`src/rtl/fir_coef_loader_if.sv`:
```
// AXI4-Lite channel bundle between the coefficient loader (master) and the FIR s_axi port (slave).
interface fir_coef_loader_if #(
   parameter int unsigned ADDR_W = 32,
   parameter int unsigned DATA_W = 32
);
   logic [ADDR_W-1:0]   awaddr;
   logic [2:0]          awprot;
   logic                awvalid;
   logic                awready;
   logic [DATA_W-1:0]   wdata;
   logic [DATA_W/8-1:0] wstrb;
   logic                wvalid;
   logic                wready;
   logic [1:0]          bresp;
   logic                bvalid;
   logic                bready;
   logic [ADDR_W-1:0]   araddr;
   logic [2:0]          arprot;
   logic                arvalid;
   logic                arready;
   logic [DATA_W-1:0]   rdata;
   logic [1:0]          rresp;
   logic                rvalid;
   logic                rready;

   modport master (
      output awaddr, awprot, awvalid, input awready,
      output wdata, wstrb, wvalid, input wready,
      input bresp, bvalid, output bready,
      output araddr, arprot, arvalid, input arready,
      input rdata, rresp, rvalid, output rready
   );

   modport slave (
      input awaddr, awprot, awvalid, output awready,
      input wdata, wstrb, wvalid, output wready,
      output bresp, bvalid, input bready,
      input araddr, arprot, arvalid, output arready,
      output rdata, rresp, rvalid, input rready
   );
endinterface

```
`src/rtl/fir_coef_loader.sv`:
```
// AXI4-Lite master that halts the FIR, loads TAPS coefficients from a sync ROM,
// optionally verifies each by readback, then re-enables the filter.
module fir_coef_loader #(
   parameter int unsigned TAPS               = 53,
   parameter int unsigned C_M_AXI_ADDR_WIDTH = 32,
   parameter int unsigned C_M_AXI_DATA_WIDTH = 32,
   parameter int unsigned COEF_WIDTH         = 16,
   parameter bit          VERIFY             = 1'b1,
   parameter int unsigned CTRL_ADDR          = 0,
   localparam int unsigned IDX_W             = $clog2(TAPS + 1)
) (
   input  logic                  m_axi_aclk,
   input  logic                  m_axi_areset,
   input  logic                  start,
   output logic                  busy,
   output logic                  done,
   output logic                  error,
   output logic [1:0]            err_code,
   output logic [7:0]            err_index,
   output logic                  coef_rd_en,
   output logic [IDX_W-1:0]      coef_rd_addr,
   input  logic [COEF_WIDTH-1:0] coef_rd_data,
   fir_coef_loader_if.master     m_axi
);

   typedef enum logic [3:0] {
      S_IDLE, S_STOP_WR, S_STOP_RESP, S_FETCH, S_LATCH, S_WR, S_RESP,
      S_RD, S_RDATA, S_START_WR, S_START_RESP, S_DONE, S_ERR
   } state_t;

   state_t                        state_q, state_d;
   logic [IDX_W-1:0]              index_q, index_d;
   logic [C_M_AXI_DATA_WIDTH-1:0] wdata_q, wdata_d;
   logic                          aw_ok_q, aw_ok_d;
   logic                          w_ok_q, w_ok_d;
   logic                          error_q, error_d;
   logic [1:0]                    err_code_q, err_code_d;
   logic [7:0]                    err_index_q, err_index_d;
   logic [C_M_AXI_ADDR_WIDTH-1:0] idx_addr;
   logic [C_M_AXI_ADDR_WIDTH-1:0] ctrl_addr;
   logic                          last_idx;

   assign idx_addr  = C_M_AXI_ADDR_WIDTH'({index_q, 2'b00});
   assign ctrl_addr = C_M_AXI_ADDR_WIDTH'(CTRL_ADDR << 2);
   assign last_idx  = (index_q == IDX_W'(TAPS));

   assign m_axi.awprot = '0;
   assign m_axi.arprot = '0;
   assign m_axi.wstrb  = '1;
   assign error        = error_q;
   assign err_code     = err_code_q;
   assign err_index    = err_index_q;
   assign coef_rd_addr = index_q;

   always_ff @(posedge m_axi_aclk) begin
      if (m_axi_areset) begin
         state_q     <= S_IDLE;
         index_q     <= '0;
         wdata_q     <= '0;
         aw_ok_q     <= 1'b0;
         w_ok_q      <= 1'b0;
         error_q     <= 1'b0;
         err_code_q  <= '0;
         err_index_q <= '0;
      end else begin
         state_q     <= state_d;
         index_q     <= index_d;
         wdata_q     <= wdata_d;
         aw_ok_q     <= aw_ok_d;
         w_ok_q      <= w_ok_d;
         error_q     <= error_d;
         err_code_q  <= err_code_d;
         err_index_q <= err_index_d;
      end
   end

   always_comb begin
      state_d       = state_q;
      index_d       = index_q;
      wdata_d       = wdata_q;
      aw_ok_d       = aw_ok_q;
      w_ok_d        = w_ok_q;
      error_d       = error_q;
      err_code_d    = err_code_q;
      err_index_d   = err_index_q;
      busy          = 1'b1;
      done          = 1'b0;
      coef_rd_en    = 1'b0;
      m_axi.awaddr  = '0;
      m_axi.awvalid = 1'b0;
      m_axi.wdata   = '0;
      m_axi.wvalid  = 1'b0;
      m_axi.bready  = 1'b0;
      m_axi.araddr  = '0;
      m_axi.arvalid = 1'b0;
      m_axi.rready  = 1'b0;

      unique case (state_q)
         S_IDLE, S_DONE: begin
            busy    = 1'b0;
            done    = (state_q == S_DONE);
            state_d = S_IDLE;
            if (start) begin
               state_d     = S_STOP_WR;
               index_d     = IDX_W'(1);
               error_d     = 1'b0;
               err_code_d  = '0;
               err_index_d = '0;
            end
         end
         // AW and W complete independently; the ok flags remember whichever finished first.
         S_STOP_WR, S_WR, S_START_WR: begin
            m_axi.awvalid = ~aw_ok_q;
            m_axi.wvalid  = ~w_ok_q;
            if (state_q == S_WR) begin
               m_axi.awaddr = idx_addr;
               m_axi.wdata  = wdata_q;
            end else begin
               m_axi.awaddr = ctrl_addr;
               m_axi.wdata  = (state_q == S_START_WR) ? C_M_AXI_DATA_WIDTH'(1) : '0;
            end
            aw_ok_d = aw_ok_q | m_axi.awready;
            w_ok_d  = w_ok_q | m_axi.wready;
            if (aw_ok_d && w_ok_d) begin
               aw_ok_d = 1'b0;
               w_ok_d  = 1'b0;
               if (state_q == S_WR)           state_d = S_RESP;
               else if (state_q == S_STOP_WR) state_d = S_STOP_RESP;
               else                           state_d = S_START_RESP;
            end
         end
         S_STOP_RESP, S_RESP, S_START_RESP: begin
            m_axi.bready = 1'b1;
            if (m_axi.bvalid) begin
               if (m_axi.bresp != 2'b00) begin
                  state_d     = S_ERR;
                  error_d     = 1'b1;
                  err_code_d  = 2'd1;
                  err_index_d = (state_q == S_RESP) ? 8'(index_q) : 8'(CTRL_ADDR);
               end else if (state_q == S_STOP_RESP) begin
                  state_d = S_FETCH;
               end else if (state_q == S_START_RESP) begin
                  state_d = S_DONE;
               end else if (VERIFY) begin
                  state_d = S_RD;
               end else if (last_idx) begin
                  state_d = S_START_WR;
               end else begin
                  index_d = index_q + IDX_W'(1);
                  state_d = S_FETCH;
               end
            end
         end
         S_FETCH: begin
            coef_rd_en = 1'b1;
            state_d    = S_LATCH;
         end
         S_LATCH: begin
            wdata_d = C_M_AXI_DATA_WIDTH'(coef_rd_data);
            state_d = S_WR;
         end
         S_RD: begin
            m_axi.arvalid = 1'b1;
            m_axi.araddr  = idx_addr;
            if (m_axi.arready) state_d = S_RDATA;
         end
         S_RDATA: begin
            m_axi.rready = 1'b1;
            if (m_axi.rvalid) begin
               if (m_axi.rresp != 2'b00 || m_axi.rdata != wdata_q) begin
                  state_d     = S_ERR;
                  error_d     = 1'b1;
                  err_code_d  = (m_axi.rresp != 2'b00) ? 2'd2 : 2'd3;
                  err_index_d = 8'(index_q);
               end else if (last_idx) begin
                  state_d = S_START_WR;
               end else begin
                  index_d = index_q + IDX_W'(1);
                  state_d = S_FETCH;
               end
            end
         end
         S_ERR: begin
            busy    = 1'b0;
            state_d = S_IDLE;
         end
         default: state_d = S_IDLE;
      endcase
   end

endmodule

```
`src/flat_wrapper.sv`:
```
// flat-port wrapper written by rule: the top's interface ports become plain ports
module fir_coef_loader_flat 
#(
   parameter int unsigned TAPS               = 53,
   parameter int unsigned C_M_AXI_ADDR_WIDTH = 32,
   parameter int unsigned C_M_AXI_DATA_WIDTH = 32,
   parameter int unsigned COEF_WIDTH         = 16,
   parameter bit          VERIFY             = 1'b1,
   parameter int unsigned CTRL_ADDR          = 0,
   localparam int unsigned IDX_W             = $clog2(TAPS + 1)
)
  (m_axi_aclk, m_axi_areset, start, busy, done, error, err_code, err_index, coef_rd_en, coef_rd_addr, coef_rd_data, m_axi_awaddr, m_axi_awprot, m_axi_awvalid, m_axi_awready, m_axi_wdata, m_axi_wstrb, m_axi_wvalid, m_axi_wready, m_axi_bresp, m_axi_bvalid, m_axi_bready, m_axi_araddr, m_axi_arprot, m_axi_arvalid, m_axi_arready, m_axi_rdata, m_axi_rresp, m_axi_rvalid, m_axi_rready);
  fir_coef_loader_if #(.ADDR_W(32), .DATA_W(32)) m_axi_i ();
  input  logic m_axi_aclk;
  input  logic m_axi_areset;
  input  logic start;
  output logic busy;
  output logic done;
  output logic error;
  output logic [1:0] err_code;
  output logic [7:0] err_index;
  output logic coef_rd_en;
  output logic [IDX_W-1:0] coef_rd_addr;
  input  logic [COEF_WIDTH-1:0] coef_rd_data;
  output wire logic [$bits(m_axi_i.awaddr)-1:0] m_axi_awaddr;
  output wire logic [$bits(m_axi_i.awprot)-1:0] m_axi_awprot;
  output wire logic [$bits(m_axi_i.awvalid)-1:0] m_axi_awvalid;
  input wire logic [$bits(m_axi_i.awready)-1:0] m_axi_awready;
  output wire logic [$bits(m_axi_i.wdata)-1:0] m_axi_wdata;
  output wire logic [$bits(m_axi_i.wstrb)-1:0] m_axi_wstrb;
  output wire logic [$bits(m_axi_i.wvalid)-1:0] m_axi_wvalid;
  input wire logic [$bits(m_axi_i.wready)-1:0] m_axi_wready;
  input wire logic [$bits(m_axi_i.bresp)-1:0] m_axi_bresp;
  input wire logic [$bits(m_axi_i.bvalid)-1:0] m_axi_bvalid;
  output wire logic [$bits(m_axi_i.bready)-1:0] m_axi_bready;
  output wire logic [$bits(m_axi_i.araddr)-1:0] m_axi_araddr;
  output wire logic [$bits(m_axi_i.arprot)-1:0] m_axi_arprot;
  output wire logic [$bits(m_axi_i.arvalid)-1:0] m_axi_arvalid;
  input wire logic [$bits(m_axi_i.arready)-1:0] m_axi_arready;
  input wire logic [$bits(m_axi_i.rdata)-1:0] m_axi_rdata;
  input wire logic [$bits(m_axi_i.rresp)-1:0] m_axi_rresp;
  input wire logic [$bits(m_axi_i.rvalid)-1:0] m_axi_rvalid;
  output wire logic [$bits(m_axi_i.rready)-1:0] m_axi_rready;
  assign m_axi_awaddr = m_axi_i.awaddr;
  assign m_axi_awprot = m_axi_i.awprot;
  assign m_axi_awvalid = m_axi_i.awvalid;
  assign m_axi_i.awready = m_axi_awready;
  assign m_axi_wdata = m_axi_i.wdata;
  assign m_axi_wstrb = m_axi_i.wstrb;
  assign m_axi_wvalid = m_axi_i.wvalid;
  assign m_axi_i.wready = m_axi_wready;
  assign m_axi_i.bresp = m_axi_bresp;
  assign m_axi_i.bvalid = m_axi_bvalid;
  assign m_axi_bready = m_axi_i.bready;
  assign m_axi_araddr = m_axi_i.araddr;
  assign m_axi_arprot = m_axi_i.arprot;
  assign m_axi_arvalid = m_axi_i.arvalid;
  assign m_axi_i.arready = m_axi_arready;
  assign m_axi_i.rdata = m_axi_rdata;
  assign m_axi_i.rresp = m_axi_rresp;
  assign m_axi_i.rvalid = m_axi_rvalid;
  assign m_axi_rready = m_axi_i.rready;
  fir_coef_loader #(.TAPS(TAPS), .C_M_AXI_ADDR_WIDTH(C_M_AXI_ADDR_WIDTH), .C_M_AXI_DATA_WIDTH(C_M_AXI_DATA_WIDTH), .COEF_WIDTH(COEF_WIDTH), .VERIFY(VERIFY), .CTRL_ADDR(CTRL_ADDR)) u_core (.m_axi_aclk(m_axi_aclk), .m_axi_areset(m_axi_areset), .start(start), .busy(busy), .done(done), .error(error), .err_code(err_code), .err_index(err_index), .coef_rd_en(coef_rd_en), .coef_rd_addr(coef_rd_addr), .coef_rd_data(coef_rd_data), .m_axi(m_axi_i));
endmodule
```
`config.mk`:
```
export PLATFORM = sky130hd
export DESIGN_NAME = fir_coef_loader_flat
export DESIGN_NICKNAME = d
export VERILOG_FILES = /design/src/rtl/fir_coef_loader_if.sv /design/src/rtl/fir_coef_loader.sv /design/src/flat_wrapper.sv
export SDC_FILE = /design/constraint.sdc
export NUM_CORES = 1
export LEC_CHECK = 0
export ABC_CLOCK_PERIOD_IN_PS = 2450
export CAP_MARGIN = 20
export CORE_UTILIZATION = 37
export CTS_CLUSTER_DIAMETER = 50
export DETAILED_ROUTE_END_ITERATION = 8
export GPL_ROUTABILITY_DRIVEN = 1
export GPL_TIMING_DRIVEN = 0
export PLACE_DENSITY = 0.82
export RECOVER_POWER = 25
export SYNTH_ARGS = -nofsm -noshare
export SYNTH_HDL_FRONTEND = slang
export SYNTH_SLANG_ARGS = --single-unit
```
`constraint.sdc`:
```
create_clock -name m_axi_aclk -period 2.45 [get_ports m_axi_aclk]
set_input_delay 0.49 -clock m_axi_aclk [delete_from_list [all_inputs] [get_ports m_axi_aclk]]
set_output_delay 0.49 -clock m_axi_aclk [all_outputs]
set_load 0.005 [all_outputs]
```
* Yosys cells after proc, flatten, opt, wreduce, memory -nomap -nowiden
Cells that the tools add are included.
Widths: inputs -> output; s select.
** Operators by class
- Add/subtract/negate cells :: 1
- Eq/ne operators :: 23
- Muxes and demuxes :: 54
- Bitwise operators :: 4
- Reduce and logical (&&, ||, !) cells :: 14
** Operators with widths (count)
- $mux 32 :: 3
- $mux 8 :: 7
- $mux 4 :: 11
- $ne 32x16->1 :: 1
- $mux 6 :: 5
- $pmux 4 s7 :: 1
- $pmux 8 s3 :: 1
- $eq 4x4->1 const B :: 5
- $mux 1 :: 18
- $eq 4x3->1 const B :: 4
- $ne 2x2->1 const B :: 6
- $pmux 6 s2 :: 1
- $mux 2 :: 5
- $reduce_or 3->1 :: 3
- $eq 4x2->1 const B :: 2
- $add 6x1->6 const B :: 1
- $eq 6x6->1 const B :: 1
- $ne 2x1->1 const B :: 3
- $pmux 2 s3 :: 1
- $reduce_and 6->1 :: 1
- $reduce_bool 2->1 :: 3
- $reduce_and 5->1 :: 1
- $eq 4x1->1 const B :: 1
- $logic_not 4->1 :: 1
- 8 further kinds :: 10
** Word-level totals
- Flip-flop bits (word level) :: 39
- Input bits :: 60
- Output and inout bits :: 131

* Depth between registers and ports, before layout
- Word-level depth :: 6
- Gate-level depth with buffers :: 8

* Worst setup path before layout
Ideal clock, no wire load.
- Path type :: input-to-reg
- Start :: in m_axi_rdata[17]
- End :: reg u_core.state_q[3]
- Data arrival time :: 1881 ps
- Path slack :: 435 ps
- Stages :: 6
- Path through :: nor4_2 nand4_1 or3_4 or2_4 o311ai_1 a21oi_1
** Between the ends
- Word-level cells in the longest chain between the ends :: 5
** Ends and longest elaborated chain
- start: declaration :: RTL line flat_wrapper.sv:40 : input wire logic [$bits(m_axi_i.rdata)-1:0] m_axi_rdata;
- $ne 32x16->1 :: RTL line fir_coef_loader.sv:170 : if (m_axi.rresp != 2'b00 || m_axi.rdata != wdata_q) begin
- $logic_or 1x1->1 :: RTL line fir_coef_loader.sv:170
- $mux 4 :: RTL line fir_coef_loader.sv:170
- $mux 4 :: RTL line fir_coef_loader.sv:169 : if (m_axi.rvalid) begin
- $pmux 4 s7 :: RTL line fir_coef_loader.sv:98 : unique case (state_q)
- end signal: assignment :: RTL line fir_coef_loader.sv:66 : state_q <= state_d;
- end: declaration :: RTL line fir_coef_loader.sv:31 : state_t state_q, state_d;
Every way passes these cells. The select of a mux whose other input is x is not followed.
A chain may end at the register's enable or synchronous reset.

* Worst setup path in the final report
- Start :: reg u_core.state_q[0]
- End :: out m_axi_wdata[10]
** Between the ends
- Word-level cells in the longest chain between the ends :: 3
- Elaborated cells on any way between the ends :: 6
** Ends and longest elaborated chain
- $eq 4x1->1, or another cell as far along :: RTL line fir_coef_loader.sv:98
- $reduce_or 3->1 or $mux 32 (tied branches) :: RTL line fir_coef_loader.sv:98, fir_coef_loader.sv:115
- $mux 32 (*) :: RTL line fir_coef_loader.sv:98
- end: declaration :: RTL line flat_wrapper.sv:29 : output wire logic [$bits(m_axi_i.wdata)-1:0] m_axi_wdata;
Every way passes the cells marked *; elsewhere a longest branch is shown, timed or not.

==> reports/qor.yml <==
fp.dieH_um: 91.1
start_util: 0.382
avgSynthCellArea_um2: 7.49
grtUsageMet3: 0.0469
yosys.area_share.simple: 0.279
die_x_um: 91.1
synthToLayoutAreaGrowth_pct: 59.2
wirelength_um: 8660
place.gp.congestion: 0.906
cp-end-kind: "output pin"
cpPeakStageDelay_ps: 510
arrival_ps: 1920
dpl.hpwl_um: 6930
synth-edff-count: 0
avgRoutedWirePerCell_um: 12.6
synth_xor_area_frac: 0.0477
fp.dieArea_um2: 8300
tritoncts: "built"
synth_warnings: 0
cp-start-kind: "flop"
cts_root_buf: "clkbuf_8"
p_leak_nw: 2.09
ir_drop_uv: 406
first_pass_iters: 4
min_period_ps: 2410
preCtsSetupSlack_ps: -172
synth_top_area_cell: "dfxtp_1"
clock.fmax_ghz: 0.415
syn_inst: 392
worst_pin_slew_ps: 615
slew_headroom: 0.587
synth_most_common_cell: "buf_4"
synth_area_um2: 2940
setup_viol: 0
path_delay_family: "buffers and inverters"
hold_path.class: "reg2reg"
critPathBufInv: 3
ys_seq_area_frac: 0.252
ant_nets: 0
muxShareOfSynthArea: 0.0273
layout_setup_ws_ps: 38.4
grt_remaining_overflow: 0
top_level_ports: 191
total_power_w: 0.00306
clock_path_buffers: 2
ys_seq_elements: 37
initialDrtViolationCount: 175
hold_buffers: 0
cp_slowest_cell: "clkdlybuf4s50_1"
clkSlewWorstSetupHoldPaths_ps: 70
synthArstFlopShare: 0
num_rows: 32
crit_path_max_fanout: 10
post-route-period-util: 0.984
grt_pass1_vias: 2746
powerDensity_nw_per_um2: 655
grt_util_met1: 0.232
synth_top_area_frac: 0.252
grt_pass1_wl_um: 13300
top_usage_layer: "met2"
clock_sinks: 37
final_layout_size_suffix_gt1_frac: 0.216
port_buffers: 110
synth_common_cells: "buf_4, nand2_1, dfxtp_1, a21oi_1, and3_1"
cp_data_required_time_ps: 1960
grt_max_degree: 12
via_per_inst: 4.48
ys_top_cells_by_area: "dfxtp_1, buf_4, nand2_1"
num_antenna_cells: 0
synth-compound-area-share: 0.146
use_met2: 0.364
htree_num_levels: 2
core-area_um2: 7690
max_cap_viol_count: 0
path_cells: "buf_4, nor2b_4, clkbuf_4, and3_1, clkdlybuf4s50_1"
synth_top_family_by_area: "simple AND/OR/NAND/NOR gates"
drc: 0
grt.total_usage: 0.198
skew_ps: 4.43
synth-main-ff-cell: "dfxtp_1"
yosysUniqueCellTypes: 54
synthAdderAreaFrac: 0.00852
status: "finished clean"
worst-setup-path-type: "reg2out"
cts_inserted_buffers: 5
finalMaxSlewViolations: 0
clk_latency_ps: 290
final_hold_viol_count: 0
num_vias: 3085
grt_antenna_before_repair: 0
finalNetCount: 648
## report_power, final
group	switching [W]	leakage (nW)	internal (W)
Clock	0.000224	0.0542	0.000254
Combinational	0.000950	1.74	0.000815
Sequential	0.000108	0.301	0.000714
## cell usage in the layout, fill, tap and decap left out, drive strengths merged, types with 6 or more instances in the layout
cell / n
clkdlybuf4s50: 92
buf: 87
conb: 80
nand2: 61
dfxtp: 37
a21oi: 36
and3: 19
nor2: 18
xnor2: 16
dlygate4sd3: 16
clkbuf: 16
nor3: 12
mux2i: 8
o21ai: 8
inv: 7
and2: 6
or3: 6
nor4: 6
## routing by layer
layer  vias up  wire length, µm
met3         7              742
li1       1564                -
met5         -                0
met4         0               60
met1      1374             3470
met2       140             4380
## tightest hold or removal path, cell delays in order (launching register included)
cell	delay [ps]
dfxtp_1	310
nand2_1	50
mux2i_1	50
## cells by family after synthesis
| kind of cell | count (synthesis) |
|---|---|
| xor gates and xnor gates | 16 |
| muxes | 8 |
| and+or+nand+nor | 156 |
| DFF | 37 |
| AOI/OAI and AO/OA | 67 |
| adders and majority gates | 2 |
| other | 2 |
| buffers and inverters | 104 |
## state kept, by name, indices dropped and copies added, names as in the netlist
name                 count
u_core.aw_ok_q           1
u_core.coef_rd_addr      6
u_core.err_code          2
u_core.err_index         6
u_core.error             1
u_core.state_q           4
u_core.w_ok_q            1
u_core.wdata_q          16
## path summary, 6_finish.rpt
check	start	endpoint	slack, ps	cells after the start
min reg2reg	u_core.err_index[5]$_SDFFE_PP0P_	u_core.err_index[5]$_SDFFE_PP0P_	460	2
max reg2reg	u_core.coef_rd_addr[1]$_SDFFE_PP0P_	u_core.coef_rd_addr[3]$_SDFFE_PP0P_	290	8
min	u_core.err_index[5]$_SDFFE_PP0P_	u_core.err_index[5]$_SDFFE_PP0P_	460	2
max	u_core.state_q[0]$_SDFFE_PP0P_	m_axi_wdata[10]	40	5
## repair_timing
| item | in CTS | in global routing |
|---|---|---|
| pin swaps | 0 | 1 |
| gates resized for setup | 29 | 15 |
| buffers inserted | 0 | 1 |
| endpoints found under the setup margin | 36 | 30 |
| endpoints found under the hold margin | 0 | 0 |
## cell type report
class                           instances  area (µm²)
Fill cell                             692        3010
Multi-Input combinational cell        329        1850
Timing Repair Buffer                  111        1110
Sequential cell                        37         742
Buffer                                 95         718
Tap cell                              102         128
Clock buffer                            7        96.3
Inverter                                7        26.3
Clock inverter                          1        5.00
## metrics by stage
| step | util | area [µm²] | setup TNS, ps | hold slack [ps] | std cells |
|---|---|---|---|---|---|
| 6_report | 0.608 | 4680 | 0 | 460 | 689 |
| 3_3_place_gp | 0.580 | 4460 | -1660 | 445 | 682 |
| 2_1_floorplan | - | 3230 | 0 | 451 | 470 |
| 3_5_place_dp | 0.580 | 4460 | -2730 | 456 | 682 |
| 5_1_grt | 0.608 | 4680 | -62.8 | 485 | 689 |
| 4_1_cts | 0.602 | 4630 | -184 | 467 | 689 |
(Power assumes the default switching activity.)
